File: src/rtl/execute_pipe.sv
// execute_pipe: handshaked execute stage between issue and writeback.
// Single-cycle logic/arithmetic ops; MUL runs an iterative shift-add over
// WIDTH cycles. The response sits in an output register that holds steady
// under writeback backpressure.
// Ports:
//   clk, reset                  clock, synchronous active-high reset
//   in_valid/in_ready           request handshake
//   opcode, operand1/2, in_tag  request payload, captured at accept
//   out_valid/out_ready         response handshake
//   result, overflow, error     response payload
//   out_tag                     tag of the request that produced the response
module execute_pipe #(
    parameter int unsigned WIDTH = 32,
    parameter int unsigned OPW   = 8,
    parameter int unsigned TAGW  = 4
) (
    input  logic             clk,
    input  logic             reset,
    input  logic             in_valid,
    output logic             in_ready,
    input  logic [OPW-1:0]   opcode,
    input  logic [WIDTH-1:0] operand1,
    input  logic [WIDTH-1:0] operand2,
    input  logic [TAGW-1:0]  in_tag,
    output logic             out_valid,
    input  logic             out_ready,
    output logic [WIDTH-1:0] result,
    output logic             overflow,
    output logic             error,
    output logic [TAGW-1:0]  out_tag
);

    localparam int unsigned SHW = $clog2(WIDTH);
    localparam int unsigned CW  = $clog2(WIDTH);
    localparam int unsigned PW  = 2 * WIDTH;

    localparam logic [CW-1:0] LAST_STEP = CW'(WIDTH - 1);

    localparam logic [OPW-1:0] OP_CLR  = OPW'(0);
    localparam logic [OPW-1:0] OP_ADD  = OPW'(1);
    localparam logic [OPW-1:0] OP_SUB  = OPW'(2);
    localparam logic [OPW-1:0] OP_MUL  = OPW'(3);
    localparam logic [OPW-1:0] OP_XOR  = OPW'(4);
    localparam logic [OPW-1:0] OP_AND  = OPW'(5);
    localparam logic [OPW-1:0] OP_OR   = OPW'(6);
    localparam logic [OPW-1:0] OP_NAND = OPW'(7);
    localparam logic [OPW-1:0] OP_SHL  = OPW'(8);
    localparam logic [OPW-1:0] OP_SHR  = OPW'(9);

    typedef enum logic [1:0] {
        S_IDLE = 2'd0,
        S_MUL  = 2'd1,
        S_WAIT = 2'd2
    } state_t;

    state_t            state_q, state_d;
    logic [CW-1:0]     cnt_q, cnt_d;
    logic [PW-1:0]     acc_q, acc_d;
    logic [PW-1:0]     mcand_q, mcand_d;
    logic [WIDTH-1:0]  mplier_q, mplier_d;
    logic [TAGW-1:0]   mtag_q, mtag_d;

    logic              out_valid_q, out_valid_d;
    logic [WIDTH-1:0]  result_q, result_d;
    logic              overflow_q, overflow_d;
    logic              error_q, error_d;
    logic [TAGW-1:0]   out_tag_q, out_tag_d;

    logic [WIDTH-1:0]  alu_result_c;
    logic              alu_ovf_c;
    logic              alu_err_c;
    logic [WIDTH:0]    sum_c;
    logic [WIDTH:0]    diff_c;
    logic [PW-1:0]     shl_c;
    logic [SHW-1:0]    shamt_c;
    logic [PW-1:0]     prod_next_c;
    logic              out_free_c;
    logic              accept_c;

    // Request side may only hand over while idle and the output register can take a result.
    assign out_free_c = !out_valid_q || out_ready;
    assign in_ready   = !reset && (state_q == S_IDLE) && out_free_c;
    assign accept_c   = in_valid && in_ready;

    assign out_valid = out_valid_q;
    assign result    = result_q;
    assign overflow  = overflow_q;
    assign error     = error_q;
    assign out_tag   = out_tag_q;

    // Single-cycle operations; the extra top bit of sum/diff is carry/borrow.
    always_comb begin
        alu_result_c = '0;
        alu_ovf_c    = 1'b0;
        alu_err_c    = 1'b0;
        shamt_c      = operand2[SHW-1:0];
        sum_c        = {1'b0, operand1} + {1'b0, operand2};
        diff_c       = {1'b0, operand1} - {1'b0, operand2};
        shl_c        = {{WIDTH{1'b0}}, operand1} << shamt_c;
        case (opcode)
            OP_CLR:  alu_result_c = '0;
            OP_ADD: begin
                alu_result_c = sum_c[WIDTH-1:0];
                alu_ovf_c    = sum_c[WIDTH];
            end
            OP_SUB: begin
                alu_result_c = diff_c[WIDTH-1:0];
                alu_ovf_c    = diff_c[WIDTH];
            end
            OP_MUL:  alu_result_c = '0;
            OP_XOR:  alu_result_c = operand1 ^ operand2;
            OP_AND:  alu_result_c = operand1 & operand2;
            OP_OR:   alu_result_c = operand1 | operand2;
            OP_NAND: alu_result_c = ~(operand1 & operand2);
            OP_SHL: begin
                alu_result_c = shl_c[WIDTH-1:0];
                alu_ovf_c    = |shl_c[PW-1:WIDTH];
            end
            OP_SHR:  alu_result_c = operand1 >> shamt_c;
            default: alu_err_c = 1'b1;
        endcase
    end

    // Partial product including the multiplier bit consumed this step.
    assign prod_next_c = acc_q + (mplier_q[0] ? mcand_q : '0);

    // Sequencer and output register next-state.
    always_comb begin
        state_d     = state_q;
        cnt_d       = cnt_q;
        acc_d       = acc_q;
        mcand_d     = mcand_q;
        mplier_d    = mplier_q;
        mtag_d      = mtag_q;
        out_valid_d = out_valid_q && !out_ready;
        result_d    = result_q;
        overflow_d  = overflow_q;
        error_d     = error_q;
        out_tag_d   = out_tag_q;

        case (state_q)
            S_IDLE: begin
                if (accept_c) begin
                    if (opcode == OP_MUL) begin
                        state_d  = S_MUL;
                        cnt_d    = '0;
                        acc_d    = '0;
                        mcand_d  = {{WIDTH{1'b0}}, operand1};
                        mplier_d = operand2;
                        mtag_d   = in_tag;
                    end else begin
                        out_valid_d = 1'b1;
                        result_d    = alu_result_c;
                        overflow_d  = alu_ovf_c;
                        error_d     = alu_err_c;
                        out_tag_d   = in_tag;
                    end
                end
            end
            S_MUL: begin
                acc_d    = prod_next_c;
                mcand_d  = mcand_q << 1;
                mplier_d = mplier_q >> 1;
                cnt_d    = cnt_q + 1'b1;
                if (cnt_q == LAST_STEP) begin
                    cnt_d = '0;
                    if (out_free_c) begin
                        state_d     = S_IDLE;
                        out_valid_d = 1'b1;
                        result_d    = prod_next_c[WIDTH-1:0];
                        overflow_d  = |prod_next_c[PW-1:WIDTH];
                        error_d     = 1'b0;
                        out_tag_d   = mtag_q;
                    end else begin
                        state_d = S_WAIT;
                    end
                end
            end
            S_WAIT: begin
                // Finished product parked in acc_q until the output register frees.
                if (out_free_c) begin
                    state_d     = S_IDLE;
                    out_valid_d = 1'b1;
                    result_d    = acc_q[WIDTH-1:0];
                    overflow_d  = |acc_q[PW-1:WIDTH];
                    error_d     = 1'b0;
                    out_tag_d   = mtag_q;
                end
            end
            default: state_d = S_IDLE;
        endcase
    end

    // State and output registers.
    always_ff @(posedge clk) begin
        if (reset) begin
            state_q     <= S_IDLE;
            cnt_q       <= '0;
            acc_q       <= '0;
            mcand_q     <= '0;
            mplier_q    <= '0;
            mtag_q      <= '0;
            out_valid_q <= 1'b0;
            result_q    <= '0;
            overflow_q  <= 1'b0;
            error_q     <= 1'b0;
            out_tag_q   <= '0;
        end else begin
            state_q     <= state_d;
            cnt_q       <= cnt_d;
            acc_q       <= acc_d;
            mcand_q     <= mcand_d;
            mplier_q    <= mplier_d;
            mtag_q      <= mtag_d;
            out_valid_q <= out_valid_d;
            result_q    <= result_d;
            overflow_q  <= overflow_d;
            error_q     <= error_d;
            out_tag_q   <= out_tag_d;
        end
    end

endmodule
File: config.mk
export PLATFORM = sky130hd
export DESIGN_NAME = execute_pipe
export DESIGN_NICKNAME = d
export VERILOG_FILES = /design/src/rtl/execute_pipe.sv
export SDC_FILE = /design/constraint.sdc
export NUM_CORES = 1
export LEC_CHECK = 0
export CORE_UTILIZATION = 59
export DETAILED_ROUTE_END_ITERATION = 10
export PLACE_DENSITY = 0.81
export SYNTH_ARGS = -nofsm -noshare
export SYNTH_HDL_FRONTEND = slang
export SYNTH_SLANG_ARGS = --single-unit
File: constraint.sdc
create_clock -name clk -period 5.09 [get_ports clk]
set_input_delay 1.018 -clock clk [delete_from_list [all_inputs] [get_ports clk]]
set_output_delay 1.018 -clock clk [all_outputs]
set_load 0.02 [all_outputs]
==> results.md, run 1 <==
* Crit path time final at 4.79 ns
* DR pass1 iterations at 6
* Mapped cell area at 0.0226 mm^2
* Syn. warnings at 0
* Num CTS Buffers at 26
* Compound-cell area share of the yosys netlist at 28.2%
* Distinct cells, synth at 96
* Status: finished, final reports clean
* Grt ovf at 0
* Fmax at 209 MHz
* Area grow syn2layout at 11.6%
* Leakage dissipation at 0.0100 uW
* Clock Skew at 0.0172 ns
* Sequential-to-total area share from yosys stat at 18.6%
* Cells after Synth at ~3.2k
* PwrDens at 190 mW/mm^2
* Relative slew slack at 19.6%
* Post-synthesis mux area share at 11.7%
* Final Cell Area at about 0.025 mm^2
* Vias in the first global route at 24.4k
* Layout cell share with drive strength beyond 1 at 7.84%
* CP endpoint kind: register
* CP Data Required Time at roughly 5.6 ns
* Largest family of logic cells by synthesized area: compound AO/OA/AOI/OAI gates
* Initial core utilization at 60.0%
* Yosys reg bits at 210
* Placer Congestion at 1.09
* RSZ-0062 raised after global routing: false
* Post-CTS setup buffers at 0
* Post-Syn Nets at 3409
* Area after DPL at 0.0244 mm^2
* Post_cts resized at 0
* Clock transition at the registers of the reported paths at about 0.07 ns
* DR WL/cell at 25.3 um
* Top FF cell, synth: dfxtp_1
* Fin crit share at 94.0%
* Hold_buf cts at 0
* Post-synth ARST share at 0%
* Crit path kind: register to register
* Crit Reg-Reg Endpoint: overflow$_SDFFE_PP0P_
* Htree depth at 1
* First-pass GRT wire length at 142 mm
* Final hold slack at ~0.46 ns
* Clock buffer depth at 3
* Adder-cell area share of the yosys netlist at 9.45%
* Worst-Skew Late Latency at 0.59 ns
* Pin count of the biggest net entering global routing at 87
* Post-synth EDFFs at 0
* Chip Width at 198 um
* Slew @ Worst Pin at ~1.2 ns
* # DRC at 0
* Routed wire length at 94.1 mm
* Min-Delay Startpoint: error$_SDFFE_PP0P_
* I/O Pins at 120
* Core area at roughly 0.038 mm^2
* Register-to-Register Path Depth at 16
* Largest fanout on the critical path at 64
* Final Core Density at 67.0%
* Hold WC Path Type: register to register
* ANT nets after route at 0
* Worst VDD drop at about 0.25 mV
* CTS Sinks at between 200 and 250
* Hold Fails Final Rpt at 0
* Reg2reg start: mplier_q[0]$_SDFFE_PP0P_
* Hpwl dp at 70.7 mm
* Sum Neg Setup Slack at 0 ns
* Hold depth at 2
* Layout Nets at 3433
* CTS Root Cell: clkbuf_16
* GR Util All Layers at between 40% and 50%
* Post-synthesis simple-gate area fraction at 23.9%
* Row count at 71
* Vert. Die Dim at 198 um
* Initial antenna violation count at 5
* # setup viols final at 0
* Critical path data arrival time at ~5.3 ns
* TritonCTS clock tree: done
* Via count at ~26k
* Vias per inst at between 6 and 7
* Synth Area in XOR/XNOR at 1.94%
* Hold EP: error$_SDFFE_PP0P_
* Slew Limit Fails at 0
* Type of origin of the critical path: register
* Die area at just under 0.04 mm^2
* R2R setup slack at 0.30 ns
* Count of input and output buffers at 119
* Max-Cap Viols at 0
* DR iter-0 viols at 3080
* Syn avg cell area at 7.16 um^2
* Filler cells at 3288
[synth_stat cells (33+ instances only)]
| cell | n | area share [%] |
|---|---|---|
| nor2_1 | 420 | 7.0 |
| a21oi_1 | 331 | 7.3 |
| nand2_1 | 301 | 5.0 |
| dfxtp_1 | 210 | 19 |
| clkbuf_1 | 173 | 2.9 |
| o21ai_0 | 173 | 3.8 |
| mux2i_1 | 171 | 7.6 |
| ha_1 | 166 | 9.2 |
| inv_1 | 110 | 1.8 |
| nand3_1 | 108 | 2.4 |
| a211oi_1 | 99 | 3.3 |
| and2_1 | 76 | 2.1 |
| nor3_1 | 60 | 1.3 |
| a21o_1 | 56 | 1.9 |
| mux4_2 | 40 | 4.0 |
| nand4_1 | 40 | 1.1 |
| buf_2 | 36 | 0.80 |
| a31oi_1 | 35 | 0.97 |
| or3_1 | 33 | 0.91 |
[where the power goes]
part	switching, uW	total [uW]	internal [uW]	leakage, uW
combinational	803	1270	465	0.00793
clock	877	1850	976	0.000399
sequential	15.1	1680	1660	0.00170
total	1690	4800	3100	0.0100
[worst max-delay path, stage by stage, from the launching register on]
cell	delay, ns
dfxtp_1	0.38
buf_12	0.26
and2_1	0.18
ha_1	0.22
inv_1	0.08
fa_1	0.45
nor2b_1	0.23
o31a_1	0.30
a211oi_1	0.15
o21bai_1	0.34
o21ai_0	0.35
a21boi_0	0.36
o22ai_1	0.19
nor4_1	0.36
nand4_1	0.19
nor4bb_1	0.53
nor2_1	0.07
[cell families after synthesis]
kind of cell / Yosys count
AND/OR/NAND/NOR: 1169
AO/OA/AOI/OAI: 995
buffers and inverters: 353
multiplexers: 214
flip-flops: 210
adder cells (fa/ha/maj): 169
XOR/XNOR: 50
[per-stage QoR]
stage	total power, uW	worst slack (ns)	std cells
finish	4800	0.304	3717
global route	4920	0.0983	3714
CTS	4750	0.545	3714
detailed placement	2920	0.234	3667
global placement	2910	0.359	3667
floorplan	2440	0.372	3160
[cell usage in the layout, fill, tap and decap left out, types with 26 or more instances in the layout]
| cell type | n |
|---|---|
| nor4_1 | 32 |
| nand3_1 | 108 |
| o21bai_1 | 31 |
| a21o_1 | 56 |
| inv_1 | 110 |
| o21ai_0 | 173 |
| ha_1 | 165 |
| and2_1 | 76 |
| dfxtp_1 | 210 |
| or3_1 | 32 |
| mux4_2 | 40 |
| a211oi_1 | 99 |
| buf_4 | 113 |
| nor3_1 | 60 |
| a21oi_1 | 331 |
| clkbuf_16 | 26 |
| mux2i_1 | 171 |
| a31oi_1 | 35 |
| o22ai_1 | 28 |
| xnor2_1 | 28 |
| clkdlybuf4s50_1 | 113 |
| nand4_1 | 40 |
| nor2_1 | 417 |
| nand2_1 | 300 |
[area by class of cell]
type / count / area [um^2] / area share (%)
antenna: 3 / 7.51 / 0.0297
multi-input combinational: 2597 / 17000 / 67.5
clock inverter: 19 / 159 / 0.629
sequential: 210 / 4200 / 16.7
timing repair buffer: 235 / 2090 / 8.28
clock buffer: 28 / 668 / 2.65
inverter: 114 / 428 / 1.70
tap: 511 / 639 / 2.53
[routing by layer]
layer / GRT usage, % / vias up / share of wire [%]
li1: - / 11600 / -
met1: 56.1 / 12200 / 36
met2: 73.3 / 1717 / 44
met3: 13.5 / 441 / 12
met4: 31.5 / 4 / 7.7
met5: 0 / - / 0.027
[how the worst max path moves through the flow]
stage	slack, ns	end	cells after the start	startpoint
after floorplan	0.37	result[30]$_SDFFE_PP0P_	16	operand2[3]
after global placement	0.36	result[25]$_SDFFE_PP0P_	14	operand1[1]
after detailed placement	0.23	result[25]$_SDFFE_PP0P_	15	operand1[1]
after CTS	0.55	overflow$_SDFFE_PP0P_	14	mplier_q[0]$_SDFFE_PP0P_
after global routing	0.1	overflow$_SDFFE_PP0P_	14	mplier_q[0]$_SDFFE_PP0P_
final	0.30	overflow$_SDFFE_PP0P_	16	mplier_q[0]$_SDFFE_PP0P_
[flip-flops by register name (all words and copies together), names as in the netlist]
| name | cells |
|---|---|
| acc_q | 64 |
| mcand_q | 64 |
| mplier_q | 32 |
| result | 32 |
| cnt_q | 5 |
| mtag_q | 4 |
| out_tag | 4 |
| state_q | 2 |
| error | 1 |
| out_valid | 1 |
| overflow | 1 |
Power figures use the tool's default switching activity.
==> run 2, diff against run 1 <==
- ABC_AREA: not set -> 0
- CTS_CLUSTER_DIAMETER: not set -> 40
- SETUP_SLACK_MARGIN: not set -> 0.02
==> run 2 against run 1 <==
Combinational power barely moved. Maximum frequency down 2.1%. Design area increased by 2.2%. Setup slack lost 0.10 ns. Die area unchanged. Utilization is 1.5 points higher. Register-to-register slack got worse by 0.10 ns. Flip-flop and latch count stayed put. Count of clock-buffer cells in the layout increased by 14. Critical path type unchanged.
==> results.md, run 2 (same netlist as run 1, synthesis figures left out) <==
* Status: finished, final reports clean
* Core area at 0.0377 mm^2 (unchanged)
* Type of origin of the critical path: register
* Part of the power in combinational logic at 22.3% (-4.1 points)
* Hold Fails Final Rpt at 0 (unchanged)
* Pint at 3810 uW (+23%)
* Seq pwr share at 29.4% (-5.5 points)
* CP endpoint kind: register
* Critical path data arrival time at 5.33 ns (+0.08 ns)
* DR WL/cell at 25.5 um (+0.80%)
* GR Util All Layers at 47.8% (+0.80 points)
* Commonest non-fill, non-tap cell in the layout: nor2_1
* Slew @ Worst Pin at 1.12 ns (-0.0784 ns)
* Initial antenna violation count at 8 (+3)
* Layout cell share with drive strength beyond 1 at 8.55% (+0.71 points)
* WP buf/inv at 2 (unchanged)
* Critical-path cell list: buf_12 > and2_1 > ha_1 > inv_1 > fa_1 > nor2b_1 > o31a_1 > a211oi_1 > o21bai_1 > o21ai_0 > a21boi_0 > o22ai_1 > nor4_1 > nand4_1 > nor4bb_1 > nor2_1
* Hold WC Path Type: register to register
* CTS Sinks at 210 (unchanged)
* Final Core Density at 68.5% (+1.5 points)
* Via count at 26.2k (+0.77%)
* Register Area at 0.00420 mm^2 (unchanged)
* Worst VDD drop at 0.303 mV (+19%)
* Post_cts resized at 0 (unchanged)
* Net Sw Power at 1890 uW (+12%)
* Fin crit share at 96.0% (+2.0 points)
* Htree depth at 2 (+1)
* Initial core utilization at 60.0% (unchanged)
* Vias in the first global route at 24.6k (+1.1%)
* Clock Skew at 0.0325 ns (+0.0153 ns)
* Hold_buf cts at 0 (unchanged)
* Fmax at 205 MHz (-2.1%)
* Crit path kind: register to register
* Leakage dissipation at 0.0103 uW (+2.7%)
* Vias per inst at 7.00 (+0.15%)
* Met3 wire len at 11.7 mm (-0.33%)
* Worst-Skew Late Latency at 0.59 ns (about the same)
* Max incr delay on CP at 0.52 ns (about the same)
* Die area at 0.0391 mm^2 (unchanged)
* Largest fanout on the critical path at 64 (unchanged)
* Biggest regs: acc_q (64), mcand_q (64)
* Area grow syn2layout at 14.0%
* Grt ovf at 0 (unchanged)
* Routed wire length at 95.5 mm (+1.4%)
* Hpwl dp at 70.7 mm (unchanged)
* Count of input and output buffers at 119 (unchanged)
* Relative slew slack at 24.8% (+5.3 points)
* TritonCTS clock tree: done
* DR iter-0 viols at 3018 (-2.0%)
* PwrDens at 221 mW/mm^2 (+16%)
* CP delay by family, top: compound AO/OA/AOI/OAI gates
* DR pass1 iterations at 6 (unchanged)
* Vert. Die Dim at 198 um (unchanged)
* Top sig layer: met5
* Row count at 71 (unchanged)
* Final hold slack at 0.462 ns (+0.00548 ns)
* Clock buffer depth at 3 (unchanged)
* ANT nets after route at 0 (unchanged)
* Filler cells at 3186 (-3.1%)
* First-pass GRT wire length at 144 mm (+1.2%)
* CP Data Required Time at 5.53 ns (-0.02 ns)
* Max-Cap Viols at 0 (unchanged)
* Clk pwr share at 48.3% (+9.7 points)
* Num CTS Buffers at 39 (+50%)
* Chip Width at 198 um (unchanged)
* Clock transition at the registers of the reported paths at 0.07 ns (about the same)
* Multi-input gate area at 0.0170 mm^2 (unchanged)
* M1 wire length at 34.5 mm (+1.3%)
* # setup viols final at 0 (unchanged)
* I/O Pins at 120 (unchanged)
* Slew Limit Fails at 0 (unchanged)
* Pin count of the biggest net entering global routing at 87 (unchanged)
* Crit path time final at 4.89 ns (+0.102 ns)
* Sw frac at 33.2% (-2.2 points)
* Post-CTS setup buffers at 0 (unchanged)
* CTS Root Cell: clkbuf_16
* Most frequent cells in the layout: nor2_1, a21oi_1, nand2_1
* Layout Nets at 3446 (+0.38%)
* Sum Neg Setup Slack at 0 ns (unchanged)
* Met2 wire len at 41.4 mm (+0.80%)
* # DRC at 0 (unchanged)
* Placer Congestion at 1.09 (unchanged)
* Slowest-stage cell, CP: nor4bb_1
* RSZ-0062 raised after global routing: false
==> run 2: power groups by stage <==
stage,clock network (uW),registers (uW),logic (uW)
after floorplan,0,1730,716
after global placement,0,1710,1200
after detailed placement,0,1710,1210
after CTS,2760,1680,1220
after global routing,2830,1680,1340
final,2760,1680,1270
==> run 2: worst min-delay path: cells and delay by family, from the launching register on <==
kind / cells / cell delay, ns
compound gates: 1 / 0.05
flops: 1 / 0.31
simple gates: 1 / 0.05
==> run 2: metrics by stage <==
| step | instance area (um^2) | setup slack, ns | total power, uW | cells |
|---|---|---|---|---|
| floorplan | 22600 | 0.372 | 2440 | 3160 |
| global placement | 24400 | 0.359 | 2910 | 3667 |
| detailed placement | 24400 | 0.234 | 2920 | 3667 |
| CTS | 25800 | 0.514 | 5650 | 3739 |
| global route | 25800 | 0.0661 | 5850 | 3739 |
| finish | 25800 | 0.201 | 5710 | 3740 |
==> run 2: cell type report <==
| type | instances | share of cell area (%) |
|---|---|---|
| diodes | 1 | 0.00970 |
| clock buffers | 42 | 3.91 |
| clock inverters | 30 | 1.45 |
| inverters | 114 | 1.66 |
| multi-input cells | 2597 | 66.1 |
| flip-flops and latches | 210 | 16.3 |
| well taps | 511 | 2.48 |
| repair buffers | 235 | 8.11 |
==> run 2: final timing paths <==
kind                                 start                  endpoint  slack [ns]  cells past startpoint
hold / removal    mcand_q[50]$_SDFFE_PP0P_  mcand_q[50]$_SDFFE_PP0P_        0.46                      2
setup / recovery  mplier_q[0]$_SDFFE_PP0P_     overflow$_SDFFE_PP0P_        0.20                     16
setup reg to reg  mplier_q[0]$_SDFFE_PP0P_     overflow$_SDFFE_PP0P_        0.20                     16
hold reg to reg   mcand_q[50]$_SDFFE_PP0P_  mcand_q[50]$_SDFFE_PP0P_        0.46                      2
==> run 2: routing by layer <==
metal,vias to the layer above,global-route usage [%]
li1,11700,-
met1,12200,55.9
met2,1772,74.5
met3,519,14.4
met4,12,33.8
met5,-,0.511
